## src/rtl/dice_roll_sequencer_if.sv

```systemverilog
// Request/result bundle between a roll requester and dice_roll_sequencer.
interface dice_roll_sequencer_if;
  logic       roll_req;
  logic [1:0] roll_sel;
  logic [2:0] dice1;
  logic [2:0] dice2;
  logic       rolled1;
  logic       rolled2;
  logic       busy;
  logic [7:0] roll_count;

  modport master (
    output roll_req,
    output roll_sel,
    input  dice1,
    input  dice2,
    input  rolled1,
    input  rolled2,
    input  busy,
    input  roll_count
  );

  modport slave (
    input  roll_req,
    input  roll_sel,
    output dice1,
    output dice2,
    output rolled1,
    output rolled2,
    output busy,
    output roll_count
  );
endinterface

```

## src/rtl/dice_roll_sequencer.sv

```systemverilog
// Dice roll sequencer: spins two free-running die counters, captures die 1 and
// then die 2 after a fixed gap, and emits one-cycle strobes with the values.
module dice_roll_sequencer #(
  parameter int unsigned SPIN_CYCLES = 8,  // 1..255
  parameter int unsigned GAP_CYCLES  = 2   // 0..255
) (
  input  logic                  clk,
  input  logic                  rst,
  dice_roll_sequencer_if.slave  bus
);

  typedef enum logic [2:0] {StIdle, StSpin, StShow1, StGap, StShow2} state_e;

  localparam logic [7:0] SpinLast = 8'(SPIN_CYCLES - 1);
  // Only used when GAP_CYCLES > 0; the zero case bypasses the GAP state.
  localparam logic [7:0] GapLast  = 8'(GAP_CYCLES - 1);
  localparam bit         HasGap   = (GAP_CYCLES != 0);

  state_e     state_q;
  logic [1:0] sel_q;
  logic [7:0] spin_cnt_q;
  logic [7:0] gap_cnt_q;
  logic [2:0] c1_q;
  logic [2:0] c2_q;
  logic [2:0] dice1_q;
  logic [2:0] dice2_q;
  logic       rolled1_q;
  logic       rolled2_q;
  logic       busy_q;
  logic [7:0] roll_count_q;

  // Free-running die counters: c1 every cycle, c2 on each c1 wrap.
  always_ff @(posedge clk) begin
    if (rst) begin
      c1_q <= 3'd1;
      c2_q <= 3'd1;
    end else if (c1_q == 3'd6) begin
      c1_q <= 3'd1;
      c2_q <= (c2_q == 3'd6) ? 3'd1 : c2_q + 3'd1;
    end else begin
      c1_q <= c1_q + 3'd1;
    end
  end

  // Roll FSM with registered strobes, dice values, busy and completion count.
  // Strobes and dice are loaded on the edge entering SHOW1/SHOW2, so the
  // captured value is the counter as it stood in the cycle before the strobe.
  always_ff @(posedge clk) begin
    if (rst) begin
      state_q      <= StIdle;
      sel_q        <= 2'b00;
      spin_cnt_q   <= 8'd0;
      gap_cnt_q    <= 8'd0;
      dice1_q      <= 3'd1;
      dice2_q      <= 3'd1;
      rolled1_q    <= 1'b0;
      rolled2_q    <= 1'b0;
      busy_q       <= 1'b0;
      roll_count_q <= 8'd0;
    end else begin
      rolled1_q <= 1'b0;
      rolled2_q <= 1'b0;
      unique case (state_q)
        StIdle: begin
          if (bus.roll_req && (bus.roll_sel != 2'b00)) begin
            sel_q      <= bus.roll_sel;
            spin_cnt_q <= 8'd0;
            busy_q     <= 1'b1;
            state_q    <= StSpin;
          end
        end
        StSpin: begin
          if (spin_cnt_q == SpinLast) begin
            if (sel_q[0]) begin
              dice1_q   <= c1_q;
              rolled1_q <= 1'b1;
              state_q   <= StShow1;
            end else begin
              dice2_q   <= c2_q;
              rolled2_q <= 1'b1;
              state_q   <= StShow2;
            end
          end else begin
            spin_cnt_q <= spin_cnt_q + 8'd1;
          end
        end
        StShow1: begin
          if (!sel_q[1]) begin
            busy_q       <= 1'b0;
            roll_count_q <= roll_count_q + 8'd1;
            state_q      <= StIdle;
          end else if (HasGap) begin
            gap_cnt_q <= 8'd0;
            state_q   <= StGap;
          end else begin
            dice2_q   <= c2_q;
            rolled2_q <= 1'b1;
            state_q   <= StShow2;
          end
        end
        StGap: begin
          if (gap_cnt_q == GapLast) begin
            dice2_q   <= c2_q;
            rolled2_q <= 1'b1;
            state_q   <= StShow2;
          end else begin
            gap_cnt_q <= gap_cnt_q + 8'd1;
          end
        end
        StShow2: begin
          busy_q       <= 1'b0;
          roll_count_q <= roll_count_q + 8'd1;
          state_q      <= StIdle;
        end
        default: state_q <= StIdle;
      endcase
    end
  end

  assign bus.dice1      = dice1_q;
  assign bus.dice2      = dice2_q;
  assign bus.rolled1    = rolled1_q;
  assign bus.rolled2    = rolled2_q;
  assign bus.busy       = busy_q;
  assign bus.roll_count = roll_count_q;

endmodule

```

## src/flat_wrapper.sv

```systemverilog
// flat-port wrapper written by rule: the top's interface ports become plain ports
module dice_roll_sequencer_flat 
#(
  parameter int unsigned SPIN_CYCLES = 8,           
  parameter int unsigned GAP_CYCLES  = 2            
)
  (clk, rst, bus_roll_req, bus_roll_sel, bus_dice1, bus_dice2, bus_rolled1, bus_rolled2, bus_busy, bus_roll_count);
  dice_roll_sequencer_if bus_i ();
  input  logic clk;
  input  logic rst;
  input wire logic [$bits(bus_i.roll_req)-1:0] bus_roll_req;
  input wire logic [$bits(bus_i.roll_sel)-1:0] bus_roll_sel;
  output wire logic [$bits(bus_i.dice1)-1:0] bus_dice1;
  output wire logic [$bits(bus_i.dice2)-1:0] bus_dice2;
  output wire logic [$bits(bus_i.rolled1)-1:0] bus_rolled1;
  output wire logic [$bits(bus_i.rolled2)-1:0] bus_rolled2;
  output wire logic [$bits(bus_i.busy)-1:0] bus_busy;
  output wire logic [$bits(bus_i.roll_count)-1:0] bus_roll_count;
  assign bus_i.roll_req = bus_roll_req;
  assign bus_i.roll_sel = bus_roll_sel;
  assign bus_dice1 = bus_i.dice1;
  assign bus_dice2 = bus_i.dice2;
  assign bus_rolled1 = bus_i.rolled1;
  assign bus_rolled2 = bus_i.rolled2;
  assign bus_busy = bus_i.busy;
  assign bus_roll_count = bus_i.roll_count;
  dice_roll_sequencer #(.SPIN_CYCLES(SPIN_CYCLES), .GAP_CYCLES(GAP_CYCLES)) u_core (.clk(clk), .rst(rst), .bus(bus_i));
endmodule
```

## config.mk

```make
export PLATFORM = sky130hd
export DESIGN_NAME = dice_roll_sequencer_flat
export DESIGN_NICKNAME = d
export VERILOG_FILES = /design/src/rtl/dice_roll_sequencer_if.sv /design/src/rtl/dice_roll_sequencer.sv /design/src/flat_wrapper.sv
export SDC_FILE = /design/constraint.sdc
export NUM_CORES = 1
export LEC_CHECK = 0
export BUFFER_PORTS_ARGS = -buffer_cell sky130_fd_sc_hd__buf_2
export CAP_MARGIN = 20
export CORE_UTILIZATION = 55
export DETAILED_ROUTE_END_ITERATION = 10
export HOLD_SLACK_MARGIN = 0.15
export PLACE_DENSITY = 0.86
export SYNTH_ARGS = -nofsm -noshare
export SYNTH_HDL_FRONTEND = slang
export SYNTH_SLANG_ARGS = --single-unit
export TNS_END_PERCENT = 1
```

## constraint.sdc

```tcl
create_clock -name clk -period 3.5 [get_ports clk]
set_input_delay 0.525 -clock clk [delete_from_list [all_inputs] [get_ports clk]]
set_output_delay 0.525 -clock clk [all_outputs]
set_load 0.005 [all_outputs]
```

Yosys cells after proc, flatten, opt, wreduce, memory -nomap -nowiden
Index checks and enable logic that the tools add are counted.
{"block": "word_totals", "regBits": 44, "latchBits": 0, "mem_bits_rw": 0, "mem_bits_ro": 0, "in_bits": 5, "output_inout_bits": 17, "word_cells": 80, "mem_count": 0}
{"block": "classes", "add_sub_neg": 5, "multipliers": 0, "div": 0, "order_cmp": 0, "n_eq_ne": 16, "n_shift": 0, "muxes": 27, "bitwise": 2, "reduce_logical": 18}
{"operator": "8-bit case mux with 2 select lines", "count": 3}
{"operator": "8-bit two-way mux", "count": 5}
{"operator": "8-bit by 1-bit adder with 8-bit output, second input constant", "count": 3}
{"operator": "3-bit two-way mux", "count": 8}
{"operator": "3-bit AND reduction", "count": 5}
{"operator": "3-bit case mux with 4 select lines", "count": 1}
{"operator": "2-bit nonzero test", "count": 5}
{"operator": "3-bit == test, second input constant", "count": 3}
{"operator": "8-bit by 1-bit == test with 1-bit output, second input constant", "count": 1}
{"operator": "8-bit by 3-bit == test with 1-bit output, second input constant", "count": 1}
{"operator": "2-bit by 1-bit inequality test with 1-bit output, second input constant", "count": 4}
{"operator": "2-bit inequality test, second input constant", "count": 4}
{"operator": "3-bit by 1-bit adder with 3-bit output, second input constant", "count": 2}
{"operator": "3-bit by 2-bit == test with 1-bit output, second input constant", "count": 2}
{"operator": "1-bit two-way mux", "count": 6}
{"operator": "3-bit case mux with 2 select lines", "count": 1}
{"operator": "2-bit AND reduction", "count": 2}
{"operator": "4-bit AND reduction", "count": 1}
{"operator": "3-bit by 1-bit == test with 1-bit output, second input constant", "count": 1}
{"operator": "3-bit logical NOT", "count": 1}
{"operator": "1-bit case mux with 3 select lines", "count": 1}
{"operator": "3-bit nonzero test", "count": 1}
{"operator": "3-bit OR reduction", "count": 1}
{"operator": "2-bit two-way mux", "count": 1}
{"operator": "4 further kinds", "count": 5}

Depth between registers and ports, before layout
Gate-level depths: netlist (run 1).
{"block": "depth", "ltp_word": 4, "ltp_mapped": 6, "mapped_depth_nobuf": 6}

Least setup slack after synthesis (run 1)
No wires, ideal clock.
{"block": "synth_path", "kind": "register -> register", "startpoint": "reg u_core.gap_cnt_q[0]", "endpoint": "reg u_core.state_q[0]", "setup_ns": 0.120, "arrival_time_ns": 1.625, "setup_slack_ns": 1.755, "stages_incl_launch_ff": 6, "period_less_slack_ns": 1.745, "path_cell_list": "dfxtp_1 -> ha_1 -> or4b_1 -> o21ai_2 -> nand2_1 -> o31a_1"}
{"block": "synth_via", "elab_chain_len": 3}
{"element": "start: declaration", "line": "dice_roll_sequencer.sv:22", "text": "logic [7:0] gap_cnt_q;"}
{"element": "start signal: assignment", "line": "dice_roll_sequencer.sv:107", "text": "gap_cnt_q <= gap_cnt_q + 8'd1;"}
{"element": "8-bit by 1-bit == test with 1-bit output", "line": "dice_roll_sequencer.sv:102", "text": "if (gap_cnt_q == GapLast) begin"}
{"element": "2-bit by 1-bit inequality test with 1-bit output (no source line)"}
{"element": "3-bit AND reduction (no source line)"}
{"element": "end signal: assignment", "line": "dice_roll_sequencer.sv:98", "text": "state_q <= StShow2;"}
{"element": "end signal: assignment", "line": "dice_roll_sequencer.sv:105", "text": "state_q <= StShow2;"}
{"element": "end signal: assignment", "line": "dice_roll_sequencer.sv:113", "text": "state_q <= StIdle;"}
{"element": "end: declaration", "line": "dice_roll_sequencer.sv:19", "text": "state_e state_q;"}
Every way passes these cells.
A chain may end at the register's enable or synchronous reset.

Worst setup path in the final report (run 1)
{"block": "layout_path", "startpoint": "reg u_core.state_q[0]", "endpoint": "reg u_core.spin_cnt_q[6]"}
{"block": "layout_via", "elab_chain_len": 3}
{"element": "start signal: assignment", "line": "dice_roll_sequencer.sv:50", "text": "state_q <= StIdle;"}
{"element": "start signal: assignment", "line": "dice_roll_sequencer.sv:69", "text": "state_q <= StSpin;"}
{"element": "start signal: assignment", "line": "dice_roll_sequencer.sv:77", "text": "state_q <= StShow1;"}
{"element": "3-bit by 1-bit == test with 1-bit output / 3-bit logical NOT (equally long branches)", "line": "dice_roll_sequencer.sv:63", "text": "unique case (state_q)"}
{"element": "2-bit inequality test (no source line), or another cell as far along"}
{"element": "3-bit AND reduction (no source line)"}
{"element": "end signal: assignment", "line": "dice_roll_sequencer.sv:84", "text": "spin_cnt_q <= spin_cnt_q + 8'd1;"}
{"element": "end: declaration", "line": "dice_roll_sequencer.sv:21", "text": "logic [7:0] spin_cnt_q;"}
Parallel ways exist; a longest one is shown, timed or not.

==> results of run 1 <==
-- worst max-delay path: cells and delay by family (launching register included) --
family          cells  cell delay (ns)
flops               1             0.56
simple gates        2             0.99
compound gates      2             0.43
-- layout make-up --
cell class,instances,area [µm²],share of cell area
Tap cell,48,60.1,0.0258
Timing Repair Buffer,21,105,0.0452
Inverter,4,15.0,0.00646
Clock buffer,7,96.3,0.0415
Multi-Input combinational cell,184,1170,0.502
Sequential cell,44,881,0.379
-- registers in the layout, summed over array words and instances (netlist names), 2 cells and up --
name                   flops
u_core.bus.dice1           3
u_core.state_q             3
u_core.bus.roll_count      8
u_core.spin_cnt_q          8
u_core.bus.dice2           3
u_core.gap_cnt_q           8
u_core.c1_q                3
u_core.sel_q               2
u_core.c2_q                3
-- layout by cell type (no fill, tap or decap), types with 7 or more instances in the layout --
master and instances:
nand3_1 24, a31oi_1 7, buf_2 21, clkbuf_8 7, nor2_1 19, o21ai_0 8
and3_1 7, a21oi_1 17, nand2_1 15, dfxtp_1 44
-- power groups by stage --
stage / sequential, W / clock [W] / combinational, W
2_1_floorplan: 0.000528 / 0 / 0.0000503
3_3_place_gp: 0.000534 / 0 / 0.0000541
3_5_place_dp: 0.000535 / 0 / 0.0000555
4_1_cts: 0.000523 / 0.000343 / 0.0000563
5_1_grt: 0.000525 / 0.000364 / 0.0000631
6_report: 0.000524 / 0.000333 / 0.0000566
-- worst paths after layout --
path	from	end	cells past startpoint
setup reg to reg	u_core.state_q[0]$_SDFFE_PP0P_	u_core.spin_cnt_q[6]$_SDFFE_PP0P_	4
hold reg to reg	u_core.c1_q[0]$_SDFF_PP1_	u_core.c1_q[0]$_SDFF_PP1_	1
setup / recovery	u_core.state_q[0]$_SDFFE_PP0P_	u_core.spin_cnt_q[6]$_SDFFE_PP0P_	4
hold / removal	u_core.c1_q[0]$_SDFF_PP1_	u_core.c1_q[0]$_SDFF_PP1_	1
-- synthesized netlist by cell type (2+ instances only) --
cell,count,area (µm²)
o21a_1,3,22.5
nand4_1,6,37.5
nand3b_1,2,15.0
ha_1,6,75.1
o21ai_1,4,20.0
and3_1,7,43.8
or3_1,4,25.0
or4_1,2,15.0
o21ai_0,8,40.0
a21oi_1,17,85.1
and4b_1,2,20.0
o211ai_1,3,22.5
mux2i_1,5,50.1
a21o_1,2,15.0
nor2b_1,2,12.5
and2_1,4,25.0
nor3_1,4,20.0
clkbuf_1,9,33.8
xnor2_1,5,43.8
nand2_1,15,56.3
nor2_1,19,71.3
a211oi_1,5,37.5
and4_1,2,17.5
inv_1,4,15.0
o31ai_1,6,45.0
a31oi_1,7,43.8
dfxtp_1,44,881
buf_2,4,20.0
nand3_1,24,120
-- stage by stage --
step / setup slack [ns] / total power, W
6_report: 1.44 / 0.000914
5_1_grt: 1.25 / 0.000953
4_1_cts: 1.44 / 0.000923
3_5_place_dp: 1.47 / 0.000590
3_3_place_gp: 1.52 / 0.000588
2_1_floorplan: 1.76 / 0.000578
-- cells by family after synthesis --
logic type,count (synthesis),synth area share
compound gates,63,0.190
mux,6,0.0288
simple gates,104,0.274
buf+inv,18,0.0376
fa+ha+maj,6,0.0353
xor+xnor,5,0.0206
flops,44,0.414
-- metal layers --
metal  wire (µm)  share of wire  vias up
li1            -              -      948
met1        2060           0.46      876
met4          49          0.011        0
met2        2060           0.46       66
met3         282          0.063        7
met5           0              0        -
==> impl_results.md, run 1 <==
* RSZ-0062 raised after global routing: false
* CTS Buf Count at 5
* H-tree depth at 2
* Synth Flop Type: dfxtp_1
* Crit path kind: register to register
* Die area at 4120 µm²
* Slew Viols, Final at 0
* Vias at 1897
* Post-DP HPWL at 2980 µm
* Syn avg cell area at 8.65 µm²
* Netlist cell types at 50
* Clock Latency Late Sink at 0.29 ns
* Status: complete, no violations
* Highest clock rate at 485 MHz
* GRT met3 Usage at 0.0554
* CP max-delay cell: dfxtp_1
* Logic gate share of total power at 0.062
* Pre-antenna DRT Iters at 4
* Final period utilization at 0.589
* Fill cells at 313
* Setup TNS Final at 0 ns
* Die height at 64.2 µm
* Arrival time at the worst endpoint at 2.28 ns
* Nets at 271
* Worst path required time at 3.72 ns
* Starting Density at 0.577
* Max FO, Critical Path at 14
* Sequential share of power at 0.573
* GPL Wtd Cong at 0.871
* Remaining DRCs at 0
* Share of layout cells above drive strength 1 at 0.131
* Hold Buf Count CTS at 0
* DR WL/cell at 14.5 µm
* Clock root cell: clkbuf_8
* Clock Sinks at 44
* Worst-margin pin slew at 0.647 ns
* Vias/cell at 6.16
* Register clock-pin slew on the reported worst setup and hold paths at 0.08 ns
* Reg-to-reg slack, setup at 1.44 ns
* Diodes inserted at 0
* Placed insts at 301
* CTS tree: built
* Sw Pwr at 0.000208 W
* Antenna violations before repair at 0
* Core box area at 3690 µm²
* Slew HR at 0.568
* Final cell count without fillers at 308
* Cell Pwr Density at 393 nW/µm²
* ANT nets after route at 0
* Tot GR Track Use at 0.234
* Placed inst area at 2230 µm²
* Clock buffer depth at 2
* Post-Syn Instances at 246
* Ports at 22
* Worst Hold Slack at 0.408 ns
* Final instance area at 2320 µm²
* P_int at 0.000706 W
* Pin count of the biggest net entering global routing at 37
* Final hold violation count at 0
* Worst min path class: register to register
* Register area share after synthesis at 0.414
* Synth Warn # at 0
* First-pass GRT wire length at 7540 µm
* Post-Syn Area at 2130 µm²
* GRT met2 Usage at 0.394
* Worst Setup Start Kind: register
* IO buf count at 21
* Area growth from synthesis to layout at 9.24%
* Count of flip-flops with a built-in enable after synthesis at 0
* Post-CTS Setup Bufs at 0
* Peak VDD IR at 267 µV
* Worst Setup End Kind: register
* Vias in the first global route at 1661
* Initial drt markers at 183
* Met1 Resource Use GR at 0.295
* Crit-path cells: or3b_1 -> a21o_1 -> or4_1 -> a31oi_1
* CP max stage delay at 0.56 ns
* #FFs+latches synth at 44
* GR peak layer: met2
* Die boundary width at 64.2 µm
* Final Critical Period at 2.06 ns
* Leakage Power at 0.927 nW
* DRT Wirelength at 4450 µm
* Switching share of power at 0.227
* # setup viols final at 0
* Final Util at 0.630
* Clock share of power at 0.365
* MaxCap Viol Count at 0
* Setup Skew at 0.00248 ns
* Remaining Overflow, GRT at 0
* Rows at 22
* CTS resizes at 0
* Synth Net Count at 257
* Synth async-reset ratio at 0
Power figures use the tool's default switching activity.
==> run 2: changes to the inputs <==
--- a/config.mk
+++ b/config.mk
@@ -5,12 +5,13 @@
 export SDC_FILE = /design/constraint.sdc
 export NUM_CORES = 1
 export LEC_CHECK = 0
+export ABC_AREA = 1
 export BUFFER_PORTS_ARGS = -buffer_cell sky130_fd_sc_hd__buf_2
 export CAP_MARGIN = 20
-export CORE_UTILIZATION = 55
+export CORE_UTILIZATION = 52
 export DETAILED_ROUTE_END_ITERATION = 10
 export HOLD_SLACK_MARGIN = 0.15
-export PLACE_DENSITY = 0.86
+export PLACE_DENSITY = 0.85
 export SYNTH_ARGS = -nofsm -noshare
 export SYNTH_HDL_FRONTEND = slang
 export SYNTH_SLANG_ARGS = --single-unit
==> constraint.sdc (replaced) <==
create_clock -name clk -period 1.8 [get_ports clk]
set_input_delay 0.27 -clock clk [delete_from_list [all_inputs] [get_ports clk]]
set_output_delay 0.27 -clock clk [all_outputs]
set_load 0.005 [all_outputs]
==> run 2 against run 1 <==
Worst setup slack worse by 1.2 ns. Largest power group unchanged. Fmax up 36%. Power up 150%. Global-route usage down 1.9 points. First-iteration DRC count down 27%. Sequential share of layout area down 2.2 points. Critical endpoint is now u_core.bus.roll_count[5]$_SDFFE_PP0P_. Cell count up 26%.
==> impl_results.md, run 2 <==
* Clock root cell: clkbuf_8
* Worst R2R Start: u_core.state_q[1]$_SDFFE_PP0P_
* GPL Wtd Cong at 0.837
* Worst r2r path cells at 7
* Synth Warn # at 0
* Remaining DRCs at 0
* Syn avg cell area at 7.03 µm²
* Clock Latency Late Sink at 0.29 ns
* Sequential share of power at 0.485
* Register clock-pin slew on the reported worst setup and hold paths at 0.08 ns
* Hold Buf Count CTS at 0
* Worst path required time at 2.00 ns
* Cell Pwr Density at 908 nW/µm²
* Max FO, Critical Path at 12
* Slew Viols, Final at 0
* Commonest non-fill, non-tap cell in the layout: nand2_1
* Most frequent cell after synthesis: nand2_1
* Cell taking the most area after synthesis: dfxtp_1
* Synth cell count leaders: 72 x nand2_1, 54 x nor2_1, 44 x dfxtp_1, 36 x inv_1, 24 x a21oi_1
* Initial drt markers at 134
* Tot GR Track Use at 0.215
* ANT nets after route at 0
* Worst Setup EP: u_core.bus.roll_count[5]$_SDFFE_PP0P_
* Die boundary width at 67.0 µm
* Final Critical Period at 1.52 ns
* CTS Buf Count at 5
* CTS tree: built
* Starting Density at 0.545
* Rows at 23
* Post-DP HPWL at 3140 µm
* H-tree depth at 2
* Highest clock rate at 658 MHz
* Netlist cell types at 32
* Switching share of power at 0.289
* Slew HR at 0.702
* Final hold violation count at 0
* Final period utilization at 0.844
* Status: complete, no violations
* Final cell count without fillers at 389
* R2R Path End: u_core.bus.roll_count[5]$_SDFFE_PP0P_
* Sw Pwr at 0.000647 W
* Antenna violations before repair at 0
* Post-Syn Instances at 312
* Placed inst area at 2360 µm²
* Final Util at 0.613
* Synth Flop Type: dfxtp_1
* Remaining Overflow, GRT at 0
* Hold Crit Depth at 3
* Most frequent cells in the layout: 72 x nand2_1, 54 x nor2_1, 44 x dfxtp_1
* Setup Skew at 0.00328 ns
* Worst Setup End Kind: register
* Logic gate share of total power at 0.185
* Vias/cell at 5.07
* Synth Net Count at 323
* Count of flip-flops with a built-in enable after synthesis at 0
* Setup crit start: u_core.state_q[1]$_SDFFE_PP0P_
* Ports at 22
* Worst Hold Slack at 0.220 ns
* Share of the synthesized area in the top cell type at 0.401
* Placed insts at 381
* Vias at 1973
* # setup viols final at 0
* Final instance area at 2470 µm²
* #FFs+latches synth at 44
* Synth async-reset ratio at 0
* Reg-to-reg slack, setup at 0.28 ns
* Worst Setup Start Kind: register
* Worst-margin pin slew at 0.447 ns
* Die area at 4480 µm²
* DRT Wirelength at 4310 µm
* Core box area at 4030 µm²
* P_int at 0.00159 W
* Peak VDD IR at 454 µV
* Crit path kind: register to register
* Post-CTS Setup Bufs at 0
* Fill cells at 370
* IO buf count at 21
* Pin count of the biggest net entering global routing at 19
* Leakage Power at 1.15 nW
* Diodes inserted at 0
* Worst min path class: primary input to register
* CTS resizes at 0
* Area growth from synthesis to layout at 12.5%
* Register area share after synthesis at 0.401
* DR WL/cell at 11.1 µm
* Pre-antenna DRT Iters at 4
* Synth area leaders: dfxtp_1 40%, nand2_1 12%, nor2_1 9.2%, inv_1 6.2%, a21oi_1 5.5%
* Clock Sinks at 44
* First-pass GRT wire length at 7300 µm
* Vias in the first global route at 1817
* Die height at 67.0 µm
* Share of layout cells above drive strength 1 at 0.150
* Post-Syn Area at 2190 µm²
* Arrival time at the worst endpoint at 1.71 ns
* Clock share of power at 0.331
* Clock buffer depth at 2
* MaxCap Viol Count at 0
* Setup TNS Final at 0 ns
* RSZ-0062 raised after global routing: false
* Nets at 349
==> run 2: worst min-delay path by stage <==
| stage | startpoint | end | slack (ns) |
|---|---|---|---|
| after global placement | u_core.c1_q[0]$_SDFF_PP1_ | u_core.c1_q[0]$_SDFF_PP1_ | 0.40 |
| after detailed placement | u_core.c1_q[0]$_SDFF_PP1_ | u_core.c1_q[0]$_SDFF_PP1_ | 0.40 |
| final | bus_roll_sel[0] | u_core.sel_q[0]$_SDFFE_PP0P_ | 0.22 |
| after CTS | bus_roll_sel[1] | u_core.sel_q[1]$_SDFFE_PP0P_ | 0.21 |
| after global routing | bus_roll_sel[1] | u_core.sel_q[1]$_SDFFE_PP0P_ | 0.22 |
| after floorplan | u_core.c1_q[0]$_SDFF_PP1_ | u_core.c1_q[0]$_SDFF_PP1_ | 0.38 |
==> run 2: metal layers <==
layer,vias to the layer above,routed length [µm],global-route usage
met4,0,57,0.0957
met5,-,0,0
met3,8,166,0.0479
met1,881,1960,0.243
met2,43,2120,0.380
li1,1041,-,-
==> run 2: power by group through the flow <==
stage | combinational [W] | clock [W] | sequential (W)
2_1_floorplan | 0.000320 | 0 | 0.00110
3_3_place_gp | 0.000408 | 0 | 0.00111
3_5_place_dp | 0.000413 | 0 | 0.00111
4_1_cts | 0.000417 | 0.000768 | 0.00109
5_1_grt | 0.000473 | 0.000800 | 0.00109
6_report | 0.000414 | 0.000741 | 0.00109
==> run 2: worst max-delay path, cell delays in order, from the launching register on <==
cell	delay [ns]
dfxtp_1	0.45
nand3_1	0.15
o21ai_2	0.39
inv_1	0.14
nor2_1	0.15
nand2_1	0.06
nand2_1	0.05
nor2_1	0.03
==> run 2: logic make-up after synthesis <==
group                    synth area share
AND/OR/NAND/NOR                     0.345
buffers and inverters              0.0792
XOR/XNOR                          0.00798
adder cells (fa/ha/maj)            0.0342
flip-flops                          0.401
AO/OA/AOI/OAI                       0.132
==> run 2: final cells by class <==
type,instances,area [µm²],share of cell area
Timing Repair Buffer,24,128,0.0517
Clock inverter,3,42.5,0.0172
Multi-Input combinational cell,224,1140,0.462
Sequential cell,44,881,0.357
Clock buffer,5,68.8,0.0279
Inverter,39,146,0.0593
Tap cell,50,62.6,0.0253
==> run 2: per-stage QoR <==
step	setup slack [ns]	total power [W]
2_1_floorplan	0.497	0.00142
3_3_place_gp	0.385	0.00151
3_5_place_dp	0.295	0.00152
4_1_cts	0.279	0.00227
5_1_grt	0.123	0.00237
6_report	0.280	0.00224
